===== config.mk =====
export PLATFORM = sky130hd
export DESIGN_NAME = mult_div_unit_flat
export DESIGN_NICKNAME = d
export VERILOG_FILES = /design/src/rtl/mdu_pkg.sv /design/src/rtl/mult_div_unit_if.sv /design/src/rtl/mdu_step.sv /design/src/rtl/mult_div_unit.sv /design/src/flat_wrapper.sv
export SDC_FILE = /design/constraint.sdc
export NUM_CORES = 1
export LEC_CHECK = 0
export ABC_CLOCK_PERIOD_IN_PS = 5350
export CAP_MARGIN = 10
export CORE_MARGIN = 5
export CORE_UTILIZATION = 55
export DETAILED_ROUTE_END_ITERATION = 16
export PLACE_DENSITY_LB_ADDON = 0.2
export SYNTH_ARGS = -nofsm -noshare
export SYNTH_HDL_FRONTEND = slang
export SYNTH_SLANG_ARGS = --single-unit

===== constraint.sdc =====
create_clock -name clk -period 5.35 [get_ports clk]
set_clock_uncertainty 0.1 [all_clocks]
set_input_delay 1.605 -clock clk [delete_from_list [all_inputs] [get_ports clk]]
set_output_delay 1.605 -clock clk [all_outputs]
set_load 0.05 [all_outputs]

===== src/rtl/mdu_pkg.sv =====
// Shared multiply/divide definitions: op encodings, FSM states, funct decode.
package mdu_pkg;

    typedef enum logic [1:0] {
        MDU_MULT  = 2'd0,
        MDU_MULTU = 2'd1,
        MDU_DIV   = 2'd2,
        MDU_DIVU  = 2'd3
    } mdu_op_e;

    typedef enum logic [1:0] {
        IDLE = 2'd0,
        CALC = 2'd1,
        FIX  = 2'd2,
        DONE = 2'd3
    } mdu_state_e;

    // R-type funct codes the control unit routes to this block
    localparam logic [5:0] FUNCT_MULT  = 6'h18;
    localparam logic [5:0] FUNCT_MULTU = 6'h19;
    localparam logic [5:0] FUNCT_DIV   = 6'h1A;
    localparam logic [5:0] FUNCT_DIVU  = 6'h1B;

    function automatic logic is_mdu_funct(input logic [5:0] funct);
        return funct[5:2] == FUNCT_MULT[5:2];
    endfunction

    // The low two funct bits line up with the op encoding
    function automatic mdu_op_e funct_to_op(input logic [5:0] funct);
        return mdu_op_e'(funct[1:0]);
    endfunction

endpackage


===== src/rtl/mult_div_unit_if.sv =====
// Control-unit <-> multiply/divide handshake and result bundle.
interface mult_div_unit_if #(parameter int WIDTH = 32);
    logic             start;
    logic [1:0]       op;
    logic [WIDTH-1:0] a;
    logic [WIDTH-1:0] b;
    logic             busy;
    logic             done;
    logic             div_zero;
    logic [WIDTH-1:0] hi;
    logic [WIDTH-1:0] lo;

    modport master (
        output start, op, a, b,
        input  busy, done, div_zero, hi, lo
    );

    modport slave (
        input  start, op, a, b,
        output busy, done, div_zero, hi, lo
    );
endinterface


===== src/rtl/mdu_step.sv =====
// One iteration of shift-add multiply or restoring shift-subtract divide.
// Latency: combinational.
// Backpressure: none; the caller decides when to register the result.
module mdu_step #(
    parameter int WIDTH = 32
) (
    input  logic               is_div,
    input  logic [2*WIDTH-1:0] acc,
    input  logic [WIDTH-1:0]   operand,
    output logic [2*WIDTH-1:0] acc_next
);

    logic [WIDTH:0] sum;
    logic [WIDTH:0] rem_sh;
    logic [WIDTH:0] diff;

    always_comb begin
        sum    = {1'b0, acc[2*WIDTH-1:WIDTH]} + (acc[0] ? {1'b0, operand} : '0);
        rem_sh = {acc[2*WIDTH-1:WIDTH], acc[WIDTH-1]};
        diff   = rem_sh - {1'b0, operand};
        acc_next = {sum, acc[WIDTH-1:1]};
        if (is_div) begin
            // Top of diff is the borrow: set means the trial subtract is undone
            if (!diff[WIDTH]) begin
                acc_next = {diff[WIDTH-1:0], acc[WIDTH-2:0], 1'b1};
            end else begin
                acc_next = {rem_sh[WIDTH-1:0], acc[WIDTH-2:0], 1'b0};
            end
        end
    end

endmodule


===== src/rtl/mult_div_unit.sv =====
// Iterative signed/unsigned multiply and divide producing HI/LO.
// Latency: WIDTH+2 cycles from accepted start to done; 1 cycle for divide-by-zero.
// Backpressure: start is only accepted in IDLE/DONE; busy marks the ignored window.
module mult_div_unit
    import mdu_pkg::*;
#(
    parameter int WIDTH = 32
) (
    input  logic             clk,
    input  logic             reset,
    mult_div_unit_if.slave   bus
);

    localparam int CNT_W = $clog2(WIDTH + 1);

    mdu_state_e         state_q, state_d;
    mdu_op_e            op_q;
    logic [WIDTH-1:0]   mag_b_q;
    logic [2*WIDTH-1:0] acc_q;
    logic [2*WIDTH-1:0] acc_step;
    logic [2*WIDTH-1:0] prod_fix;
    logic               neg_res_q;
    logic               neg_rem_q;
    logic [CNT_W-1:0]   cnt_q;
    logic [WIDTH-1:0]   hi_q, lo_q;
    logic [WIDTH-1:0]   fix_hi, fix_lo;
    logic               div_zero_q;
    logic               busy, done;
    logic               accept, req_div, req_signed, zero_div, last_step, op_is_div;

    function automatic logic [WIDTH-1:0] mag(input logic [WIDTH-1:0] v, input logic sgn);
        return (sgn && v[WIDTH-1]) ? -v : v;
    endfunction

    assign accept     = bus.start && (state_q == IDLE || state_q == DONE);
    assign req_div    = bus.op[1];
    assign req_signed = ~bus.op[0];
    assign zero_div   = req_div && (bus.b == '0);
    assign last_step  = cnt_q == CNT_W'(WIDTH - 1);
    assign op_is_div  = (op_q == MDU_DIV) || (op_q == MDU_DIVU);

    always_ff @(posedge clk) begin
        if (reset) begin
            state_q <= IDLE;
        end else begin
            state_q <= state_d;
        end
    end

    always_comb begin
        state_d = state_q;
        busy    = 1'b0;
        done    = 1'b0;
        unique case (state_q)
            IDLE, DONE: begin
                done    = (state_q == DONE);
                state_d = IDLE;
                if (bus.start) begin
                    state_d = zero_div ? DONE : CALC;
                end
            end
            CALC: begin
                busy = 1'b1;
                if (last_step) begin
                    state_d = FIX;
                end
            end
            FIX: begin
                busy    = 1'b1;
                state_d = DONE;
            end
            default: state_d = IDLE;
        endcase
    end

    mdu_step #(.WIDTH(WIDTH)) u_step (
        .is_div   (op_is_div),
        .acc      (acc_q),
        .operand  (mag_b_q),
        .acc_next (acc_step)
    );

    // Remainder follows the dividend sign; quotient/product follow the sign xor
    always_comb begin
        prod_fix = neg_res_q ? -acc_q : acc_q;
        fix_hi   = prod_fix[2*WIDTH-1:WIDTH];
        fix_lo   = prod_fix[WIDTH-1:0];
        if (op_is_div) begin
            fix_hi = neg_rem_q ? -acc_q[2*WIDTH-1:WIDTH] : acc_q[2*WIDTH-1:WIDTH];
            fix_lo = neg_res_q ? -acc_q[WIDTH-1:0] : acc_q[WIDTH-1:0];
        end
    end

    always_ff @(posedge clk) begin
        if (reset) begin
            op_q       <= MDU_MULT;
            mag_b_q    <= '0;
            acc_q      <= '0;
            neg_res_q  <= 1'b0;
            neg_rem_q  <= 1'b0;
            cnt_q      <= '0;
            hi_q       <= '0;
            lo_q       <= '0;
            div_zero_q <= 1'b0;
        end else if (accept) begin
            op_q       <= mdu_op_e'(bus.op);
            mag_b_q    <= mag(bus.b, req_signed);
            acc_q      <= {{WIDTH{1'b0}}, mag(bus.a, req_signed)};
            neg_res_q  <= req_signed && (bus.a[WIDTH-1] ^ bus.b[WIDTH-1]);
            neg_rem_q  <= req_signed && bus.a[WIDTH-1];
            cnt_q      <= '0;
            div_zero_q <= zero_div;
        end else if (state_q == CALC) begin
            acc_q <= acc_step;
            cnt_q <= cnt_q + 1'b1;
        end else if (state_q == FIX) begin
            hi_q <= fix_hi;
            lo_q <= fix_lo;
        end
    end

    assign bus.busy     = busy;
    assign bus.done     = done;
    assign bus.div_zero = div_zero_q;
    assign bus.hi       = hi_q;
    assign bus.lo       = lo_q;

endmodule


===== src/flat_wrapper.sv =====
// flat-port wrapper written by rule: the top's interface ports become plain ports
module mult_div_unit_flat import mdu_pkg::*;
#(
    parameter int WIDTH = 32
)
  (clk, reset, bus_start, bus_op, bus_a, bus_b, bus_busy, bus_done, bus_div_zero, bus_hi, bus_lo);
  mult_div_unit_if #(.WIDTH(WIDTH)) bus_i ();
  input  logic clk;
  input  logic reset;
  input wire logic [$bits(bus_i.start)-1:0] bus_start;
  input wire logic [$bits(bus_i.op)-1:0] bus_op;
  input wire logic [$bits(bus_i.a)-1:0] bus_a;
  input wire logic [$bits(bus_i.b)-1:0] bus_b;
  output wire logic [$bits(bus_i.busy)-1:0] bus_busy;
  output wire logic [$bits(bus_i.done)-1:0] bus_done;
  output wire logic [$bits(bus_i.div_zero)-1:0] bus_div_zero;
  output wire logic [$bits(bus_i.hi)-1:0] bus_hi;
  output wire logic [$bits(bus_i.lo)-1:0] bus_lo;
  assign bus_i.start = bus_start;
  assign bus_i.op = bus_op;
  assign bus_i.a = bus_a;
  assign bus_i.b = bus_b;
  assign bus_busy = bus_i.busy;
  assign bus_done = bus_i.done;
  assign bus_div_zero = bus_i.div_zero;
  assign bus_hi = bus_i.hi;
  assign bus_lo = bus_i.lo;
  mult_div_unit #(.WIDTH(WIDTH)) u_core (.clk(clk), .reset(reset), .bus(bus_i));
endmodule

==> impl_metrics.py, run 1 <==
metrics = {
    "status": {
        "status": "finished clean",
    },
    "pwr": {
        "power.density_nw_per_um2": 566,
        "p_leak_nw": 6.06,
        "peakVddDrop_mv": 0.491,
    },
    "sta": {
        "final.setup.tns_ns": 0,
        "hold_viol_final": 0,
        "rsz0062_at_grt": "false",
        "relSlewSlack": 0.310,
        "setup_viol": 0,
        "tightest_slew_ns": 1.03,
        "final.min_clock_period_ns": 4.41,
        "finalCritPeriodShare": 0.825,
        "fmax_mhz": 227,
        "slew_viol_final": 0,
        "setup_ws_ns": 0.935,
    },
    "synth": {
        "yosys_warnings": 0,
        "syn_inst": 1817,
        "ys_seq_area_frac": 0.251,
        "synth_top_area_frac": 0.251,
        "synthTopCellsByArea": "dfxtp_1 25%, a211oi_1 7.4%, ha_1 6.6%",
        "syn_area_um2": 13700,
        "synth-edff-count": 0,
        "synth_common_cells": "235 x nor2_1, 172 x dfxtp_1, 146 x nand2_1",
        "avgSynthCellArea_um2": 7.55,
        "synth.most_common_cell": "nor2_1",
        "yosysTopAreaCell": "dfxtp_1",
        "synth_nets": 1960,
        "synth_top_flop_cell": "dfxtp_1",
        "ys_ff_latch": 172,
        "async_flop_share": 0,
        "synth_cell_type_count": 76,
    },
    "worst_setup_path": {
        "ff2ff_setup_slack_ns": 0.94,
        "cp_max_fo": 43,
        "cp_data_required_time_ns": 5.57,
        "arrival_ns": 4.63,
        "end_kind": "flip-flop",
        "setup.worst_path.start_class": "flip-flop",
        "critical_path_class": "flip-flop to flip-flop",
    },
    "cts": {
        "cts_tree": "built",
        "postCtsHoldBufs": 0,
        "cts.reportedPaths.clkPinSlew_ns": 0.07,
        "cts-buffers-inserted": 17,
        "clock_latency_ns": 0.45,
        "max-clock-path-buffers": 2,
        "h-tree-depth": 4,
        "cts_setup_buffers": 0,
        "cts-root-buf": "clkbuf_16",
        "clock_sinks": 172,
        "ctsResizeCount": 0,
    },
    "routing": {
        "drt_iter0_markers": 1310,
        "drtPass1Iterations": 6,
        "viasPerCell": 6.26,
        "wirelength_um": 43400,
        "vias": 13800,
        "ant_nets": 0,
        "route.detailed.drc": 0,
        "wl_per_cell_um": 19.7,
    },
    "grt": {
        "grt_pass1_vias": 12500,
        "grt_max_degree": 84,
        "grt_pass1_wl_um": 68200,
        "overflow": 0,
        "grt_usage": 0.295,
        "antenna_found_initial": 0,
    },
    "placed_design": {
        "numPlacedInstances": 2176,
        "dp_worst_setup_slack_ns": 0.671,
        "io_buffer_count": 135,
        "finalWeightedCongestion": 0.993,
        "hpwl_um": 32300,
    },
    "die": {
        "die_area_um2": 28200,
        "core_um2": 24500,
        "initial_core_util": 0.561,
        "ios": 136,
        "die_x_um": 168,
        "die_y_um": 168,
        "rows": 57,
    },
    "layout": {
        "syn2layout_area_growth_pct": 15.5,
        "drive_gt1_frac": 0.0419,
        "antennaDiodeCount": 0,
        "final_cells": 2208,
        "nets": 2014,
    },
    "hold_path": {
        "hold_class": "flip-flop to flip-flop",
    },
    "job": {
        "drv_cap": 0,
    },
}
placed cells by master, fill, tap and decap left out, drive strengths merged, types with 30 or more instances in the layout:
cell type	synthesis	layout
nor2	235	235
dfxtp	172	172
nand2	146	146
a21oi	143	143
a211oi	135	135
clkdlybuf4s50	0	134
o21ai	103	103
xor2	92	92
xnor2	78	78
ha	72	72
inv	64	70
mux2i	51	51
a21o	44	44
or3	30	30
final timing paths:
path / startpoint / cells after the start / to
max: u_core.acc_q[40]$_SDFFE_PP0P_ / 12 / u_core.acc_q[49]$_SDFFE_PP0P_
min: u_core.bus.lo[30]$_SDFFE_PP0P_ / 2 / u_core.bus.lo[30]$_SDFFE_PP0P_
max reg2reg: u_core.acc_q[40]$_SDFFE_PP0P_ / 12 / u_core.acc_q[49]$_SDFFE_PP0P_
min reg2reg: u_core.bus.lo[30]$_SDFFE_PP0P_ / 2 / u_core.bus.lo[30]$_SDFFE_PP0P_
metal layers:
layer,wire [um],vias to the layer above,track usage,share of wire
met3,3910,87,0.0467,0.090
met4,1190,0,0.0910,0.027
li1,-,6717,-,-
met5,0,-,0,0
met2,18700,645,0.442,0.43
met1,19600,6369,0.434,0.45
sequential cells by signal, indices dropped and copies added (netlist names):
signal and count:
u_core.bus.lo 32, u_core.neg_rem_q 1, u_core.cnt_q 6, u_core.acc_q 64
u_core.bus.hi 32, u_core.op_q 1, u_core.state_q 2, u_core.mag_b_q 32
u_core.bus.div_zero 1, u_core.neg_res_q 1
final cells by class:
class / instances / area, um2
clock buffers: 19 / 453
multi-input cells: 1457 / 9520
well taps: 324 / 405
inverters: 64 / 240
fillers: 2191 / 8620
flip-flops and latches: 172 / 3450
clock inverters: 13 / 226
repair buffers: 159 / 1550
kinds of logic after synthesis:
kind of cell | count (synthesis) | share of synthesized area
AOI/OAI and AO/OA | 581 | 0.279
and+or+nand+nor | 573 | 0.193
muxes | 59 | 0.0438
DFF | 172 | 0.251
xor gates and xnor gates | 170 | 0.109
adders and majority gates | 74 | 0.0686
buffers and inverters | 188 | 0.0564
power by group:
part	switching (W)	leakage [nW]	internal [W]
clock network	0.000576	0.331	0.000870
logic	0.00335	4.33	0.00203
registers	0.000508	1.41	0.00163
total	0.00444	6.06	0.00454
through the flow:
| stage | utilization | area (um2) | hold WS (ns) | power, W |
|---|---|---|---|---|
| floorplan | - | 13700 | 0.332 | 0.00596 |
| global placement | 0.620 | 15200 | 0.338 | 0.00736 |
| detailed placement | 0.620 | 15200 | 0.343 | 0.00741 |
| CTS | 0.648 | 15800 | 0.353 | 0.00888 |
| global route | 0.648 | 15800 | 0.370 | 0.00955 |
| finish | 0.648 | 15800 | 0.351 | 0.00898 |
worst max-delay path, stage by stage (launching register included):
cell	delay, ns
dfxtp_1	0.70
ha_1	0.40
a21oi_1	0.22
o21ai_0	0.15
and3_1	0.23
or4_1	0.66
and2_1	0.26
a41oi_1	0.36
xnor2_2	0.17
buf_12	0.28
mux2_1	0.35
a21oi_1	0.27
nor2_1	0.09
Note: power is estimated with default switching activity, not from simulation.
==> run 2, diff against run 1 <==
ABC_CLOCK_PERIOD_IN_PS = 4260   (was 5350)
clock period = 4.26 ns   (was 5.35 ns; I/O delays follow)
==> run 2 against run 1 <==
  * Maximum frequency is 7.1% higher
  * Clock-buffer cell count down 2
  * Combinational power increased by 33%
  * Worst setup slack got worse by 0.80 ns
  * Core utilization grew 1.7 points
  * Sequential share of layout area is 0.54 points lower
  * Sequential power is 19% higher
  * Flip-flop and latch count is the same
  * Power rose by 26%
  * Worst hold slack hardly changed
  * Largest power group unchanged
==> impl_metrics.py, run 2 (synthesis results as in run 1) <==
metrics = {
    "worst_setup_path": {
        "critical_path_class": "flip-flop to flip-flop",
        "cp_slowest_cell": "or4_1",
        "end_kind": "flip-flop",
        "critPathMaxStageDelay_ns": 0.68,
        "worstReg2RegEnd": "u_core.acc_q[0]$_SDFFE_PP0P_",
        "setup.worst_path.start_class": "flip-flop",
        "ff2ff_setup_slack_ns": 0.14,
        "r2r-start": "u_core.mag_b_q[23]$_SDFFE_PP0P_",
        "cp_data_required_time_ns": 4.50,
        "crit_top_cell": "or4_1",
        "cp_max_fo": 10,
        "arrival_ns": 4.36,
        "crit_chain": "inv_1 > ha_1 > a21o_1 > or4_1 > o21a_1 > or4_1 > and2_1 > a41oi_1 > xnor2_2 > buf_4 > mux2i_1 > a211o_1 > a21oi_1",
        "r2r_cells": 13,
    },
    "die": {
        "initial_core_util": 0.561,
        "rows": 57,
        "ios": 136,
        "die_x_um": 168,
        "core_um2": 24500,
        "die_y_um": 168,
        "die_area_um2": 28200,
    },
    "sta": {
        "finalCritPeriodShare": 0.967,
        "slew_viol_final": 0,
        "final.min_clock_period_ns": 4.12,
        "setup_ws_ns": 0.139,
        "relSlewSlack": 0.358,
        "tightest_slew_ns": 0.962,
        "rsz0062_at_grt": "false",
        "final.setup.tns_ns": 0,
        "hold_viol_final": 0,
        "fmax_mhz": 243,
        "setup_viol": 0,
    },
    "pwr": {
        "power.density_nw_per_um2": 698,
        "peakVddDrop_mv": 0.530,
        "p_leak_nw": 6.34,
    },
    "routing": {
        "wirelength_um": 44500,
        "drt_iter0_markers": 1172,
        "route.detailed.drc": 0,
        "wl_per_cell_um": 19.6,
        "vias": 14200,
        "drtPass1Iterations": 8,
        "viasPerCell": 6.24,
        "ant_nets": 0,
    },
    "grt": {
        "globalRouteMet1Util": 0.424,
        "grt_pass1_vias": 12900,
        "busiest_layer": "met2",
        "grt_max_degree": 136,
        "antenna_found_initial": 0,
        "grt_pass1_wl_um": 68900,
        "grt_usage": 0.300,
        "grt_use_met3": 0.0617,
        "overflow": 0,
        "met2_usage": 0.460,
    },
    "layout": {
        "antennaDiodeCount": 0,
        "largest_register": "u_core.acc_q",
        "layout_common_cells": "234 x nor2_1, 171 x dfxtp_1, 146 x nand2_1",
        "layout_commonest_cell": "nor2_1",
        "largest_reg_flops": 64,
        "final_cell_area_um2": 16300,
        "fill_cells": 2150,
        "nets": 2075,
        "syn2layout_area_growth_pct": 18.5,
        "drive_gt1_frac": 0.0720,
    },
    "cts": {
        "cts_tree": "built",
        "postCtsHoldBufs": 0,
        "clock_latency_ns": 0.45,
        "clock_sinks": 172,
        "h-tree-depth": 4,
        "max-clock-path-buffers": 2,
        "cts.reportedPaths.clkPinSlew_ns": 0.07,
        "ctsResizeCount": 0,
        "cts-root-buf": "clkbuf_16",
        "cts-buffers-inserted": 17,
        "cts_setup_buffers": 0,
    },
    "hold_path": {
        "hold_class": "flip-flop to flip-flop",
        "min_to": "u_core.bus.hi[20]$_SDFFE_PP0P_",
        "worstHoldPathCells": 2,
        "hp-start": "u_core.bus.hi[20]$_SDFFE_PP0P_",
    },
    "placed_design": {
        "io_buffer_count": 135,
        "placed_area_um2": 15700,
        "finalWeightedCongestion": 0.982,
        "dp_worst_setup_slack_ns": 0.0552,
        "hpwl_um": 33700,
    },
    "job": {
        "drv_cap": 0,
    },
    "status": {
        "status": "finished clean",
    },
}
run 2: layer usage:
metal,part of all wire,up-vias
met4,0.033,0
li1,-,6848
met2,0.43,624
met5,0,-
met3,0.087,99
met1,0.45,6581
run 2: worst max path at each step:
stage	to	start	cells after the start
global route	u_core.acc_q[0]$_SDFFE_PP0P_	u_core.mag_b_q[23]$_SDFFE_PP0P_	13
global placement	u_core.acc_q[27]$_SDFFE_PP0P_	bus_a[1]	10
CTS	u_core.acc_q[0]$_SDFFE_PP0P_	u_core.mag_b_q[23]$_SDFFE_PP0P_	13
floorplan	u_core.acc_q[51]$_SDFFE_PP0P_	u_core.mag_b_q[23]$_SDFFE_PP0P_	14
finish	u_core.acc_q[0]$_SDFFE_PP0P_	u_core.mag_b_q[23]$_SDFFE_PP0P_	13
detailed placement	u_core.acc_q[27]$_SDFFE_PP0P_	bus_a[1]	10
run 2: cell type report:
type                    instances  area (um2)  share of cell area
clock buffers                  17         425              0.0262
clock inverters                15         176              0.0109
inverters                      64         240              0.0148
multi-input cells            1457        9520               0.586
flip-flops and latches        172        3450               0.212
well taps                     324         405              0.0249
repair buffers                220        2040               0.125
run 2: metrics by stage:
stage	std cells	hold WS (ns)	utilization	total power, W
finish	2269	0.351	0.664	0.0114
global route	2269	0.369	0.664	0.0120
CTS	2269	0.353	0.664	0.0112
detailed placement	2237	0.344	0.640	0.00955
global placement	2237	0.337	0.640	0.00946
floorplan	1817	0.332	-	0.00748
run 2: report_power, final:
group	switching [W]	internal (W)
combinational	0.00443	0.00273
clock	0.000800	0.000841
sequential	0.000494	0.00205
run 2: critical path: cells and delay by family, from the launching register on:
| family | cells | cell delay, ns |
|---|---|---|
| AOI/OAI and AO/OA | 5 | 1.36 |
| xor gates and xnor gates | 1 | 0.18 |
| adders and majority gates | 1 | 0.30 |
| buffers and inverters | 2 | 0.32 |
| DFF | 1 | 0.33 |
| muxes | 1 | 0.10 |
| and+or+nand+nor | 3 | 1.32 |
==> run 3, diff against run 2 <==
ABC_AREA = 1   (was default)
CORE_UTILIZATION = 50   (was 55)
GPL_ROUTABILITY_DRIVEN = 0   (was default)
==> run 3 against run 2 <==
  * Clock-buffer cell count rose by 2
  * Cell count rose by 47%
  * Core utilization fell by 9.3 points
  * Flip-flop and latch count did not move
  * Routed wire length rose by 34%
  * Combinational power rose by 47%
  * First-iteration DRC count rose by 70%
  * Register-to-register slack improved by 0.72 ns
  * Via count rose by 35%
  * Area after synthesis rose by 18%
  * Non-clock buffer count fell by 64
  * Critical endpoint is now bus_busy
  * Highest routed layer unchanged
==> impl_metrics.py, run 3 <==
metrics = {
    "synth": {
        "syn_inst": 2796,
        "synth_nets": 2939,
        "synth-edff-count": 0,
        "synth_common_cells": "700 x nand2_1, 420 x inv_1, 264 x o21ai_0",
        "yosys_warnings": 0,
        "synthTopCellsByArea": "dfxtp_1 21%, nand2_1 16%, inv_1 9.7%",
        "avgSynthCellArea_um2": 5.79,
        "yosysTopAreaCell": "dfxtp_1",
        "synth_cell_type_count": 56,
        "synth_top_area_frac": 0.213,
        "synth.most_common_cell": "nand2_1",
        "synth_top_flop_cell": "dfxtp_1",
        "ys_seq_area_frac": 0.213,
        "syn_area_um2": 16200,
        "ys_ff_latch": 172,
        "async_flop_share": 0,
    },
    "worst_setup_path": {
        "end_kind": "output pin",
        "arrival_ns": 2.11,
        "r2r_cells": 14,
        "cp_slowest_cell": "clkdlybuf4s50_1",
        "critPathTopFamily": "buffers and inverters",
        "critPathMaxStageDelay_ns": 0.82,
        "setup.worst_path.start_class": "flip-flop",
        "cp_data_required_time_ns": 2.88,
        "crit_chain": "inv_1 > ha_1 > inv_1 > clkdlybuf4s50_1",
        "critical_path_class": "flip-flop to output pin",
        "cp_max_fo": 4,
        "cp_num_buf_inv": 3,
        "cp_num_cells": 4,
        "crit_top_cell": "inv_1",
    },
    "pwr": {
        "peakVddDrop_mv": 0.590,
        "power.density_nw_per_um2": 803,
        "p_leak_nw": 8.98,
    },
    "grt": {
        "overflow": 0,
        "grt_pass1_wl_um": 91200,
        "grt_max_degree": 124,
        "antenna_found_initial": 0,
        "grt_usage": 0.315,
        "grt_pass1_vias": 17000,
    },
    "cts": {
        "ctsResizeCount": 0,
        "h-tree-depth": 4,
        "cts_tree": "built",
        "cts-buffers-inserted": 17,
        "cts-root-buf": "clkbuf_16",
        "postCtsHoldBufs": 0,
        "cts.reportedPaths.clkPinSlew_ns": 0.07,
        "cts_setup_buffers": 0,
        "clock_latency_ns": 0.44,
        "clock_sinks": 172,
        "max-clock-path-buffers": 2,
    },
    "sta": {
        "tightest_slew_ns": 1.05,
        "slew_viol_final": 0,
        "final.min_clock_period_ns": 3.48,
        "rsz0062_at_grt": "false",
        "fmax_mhz": 287,
        "setup_viol": 0,
        "final.setup.tns_ns": 0,
        "hold_viol_final": 0,
        "finalCritPeriodShare": 0.818,
        "relSlewSlack": 0.302,
    },
    "die": {
        "die_area_um2": 36100,
        "rows": 66,
        "core_um2": 32300,
        "die_x_um": 190,
        "die_y_um": 190,
        "ios": 136,
        "initial_core_util": 0.502,
    },
    "layout": {
        "drive_gt1_frac": 0.0430,
        "largest_reg_flops": 64,
        "antennaDiodeCount": 0,
        "largest_register": "u_core.acc_q",
        "fin_util": 0.571,
        "layout_commonest_cell": "nand2_1",
        "fill_cells": 3286,
        "layout_common_cells": "700 x nand2_1, 418 x inv_1, 264 x o21ai_0",
        "syn2layout_area_growth_pct": 13.9,
        "nets": 3017,
    },
    "routing": {
        "wl_met3_um": 5860,
        "m1WireLength_um": 24300,
        "top_layer": "met4",
        "route.detailed.drc": 0,
        "drt_iter0_markers": 1993,
        "ant_nets": 0,
        "wirelength_um": 59600,
        "drtPass1Iterations": 6,
        "route.met2.wl_um": 25800,
        "wl_per_cell_um": 17.9,
        "viasPerCell": 5.73,
        "vias": 19100,
    },
    "status": {
        "status": "finished clean",
    },
    "placed_design": {
        "hpwl_um": 47200,
        "io_buffer_count": 135,
    },
    "hold_path": {
        "worstHoldPathCells": 2,
        "hold_class": "flip-flop to flip-flop",
    },
    "job": {
        "drv_cap": 0,
    },
}
==> run 3: per-stage QoR <==
stage / hold WS [ns] / cell area, um2 / instances / setup slack [ns] / power [W]
3_3_place_gp: 0.364 / 17900 / 3297 / 0.706 / 0.0127
2_1_floorplan: 0.345 / 16200 / 2796 / 1.39 / 0.0100
3_5_place_dp: 0.372 / 17900 / 3297 / 0.679 / 0.0129
5_1_grt: 0.413 / 18500 / 3328 / 0.589 / 0.0159
4_1_cts: 0.382 / 18500 / 3328 / 0.771 / 0.0145
6_report: 0.379 / 18500 / 3328 / 0.775 / 0.0148
==> run 3: cells by family (layout without fill, tap and decap cells) <==
group | count (synthesis) | count (layout) | synth area share
and+or+nand+nor | 1305 | 1305 | 0.344
adders and majority gates | 74 | 74 | 0.0581
xor gates and xnor gates | 74 | 74 | 0.0400
AOI/OAI and AO/OA | 643 | 643 | 0.219
DFF | 172 | 172 | 0.213
buffers and inverters | 528 | 618 | 0.127
==> run 3: path summary, 6_finish.rpt <==
check                                 startpoint  slack, ns                       endpoint
setup / recovery  u_core.state_q[0]$_SDFFE_PP0P_       0.78                       bus_busy
hold / removal      u_core.cnt_q[5]$_SDFFE_PP0P_       0.38   u_core.cnt_q[5]$_SDFFE_PP0P_
setup reg to reg    u_core.acc_q[0]$_SDFFE_PP0P_       0.86  u_core.acc_q[50]$_SDFFE_PP0P_
hold reg to reg     u_core.cnt_q[5]$_SDFFE_PP0P_       0.38   u_core.cnt_q[5]$_SDFFE_PP0P_
==> run 3: power breakdown <==
part	internal [W]	total (W)	switching [W]
Clock	0.000883	0.00162	0.000733
Combinational	0.00309	0.0105	0.00736
Sequential	0.00211	0.00275	0.000639
Total	0.00608	0.0148	0.00873
==> run 3: final cells by class <==
class	instances	area, um2	share of cell area
well taps	442	553	0.0300
clock inverters	12	158	0.00854
repair buffers	156	1530	0.0831
multi-input cells	2096	10700	0.581
inverters	431	1620	0.0877
flip-flops and latches	172	3440	0.187
clock buffers	19	433	0.0235
==> run 3: per-layer routing <==
layer / up-vias / track usage
met5: - / 0
met1: 8533 / 0.418
met3: 164 / 0.0457
li1: 9290 / -
met2: 1067 / 0.496
met4: 0 / 0.169
==> run 3: worst register-to-register path, stage by stage, from the launching register on <==
cell and delay [ns]:
dfxtp_1 0.94, buf_4 0.35, nand2_1 0.08, inv_1 0.10
ha_1 0.25, nand2_1 0.12, inv_1 0.07, nand2_1 0.09
nor3_1 0.36, nand4_1 0.21, nand3_1 0.22, o21ai_0 0.09
o21ai_0 0.18, inv_1 0.05, a21oi_1 0.13
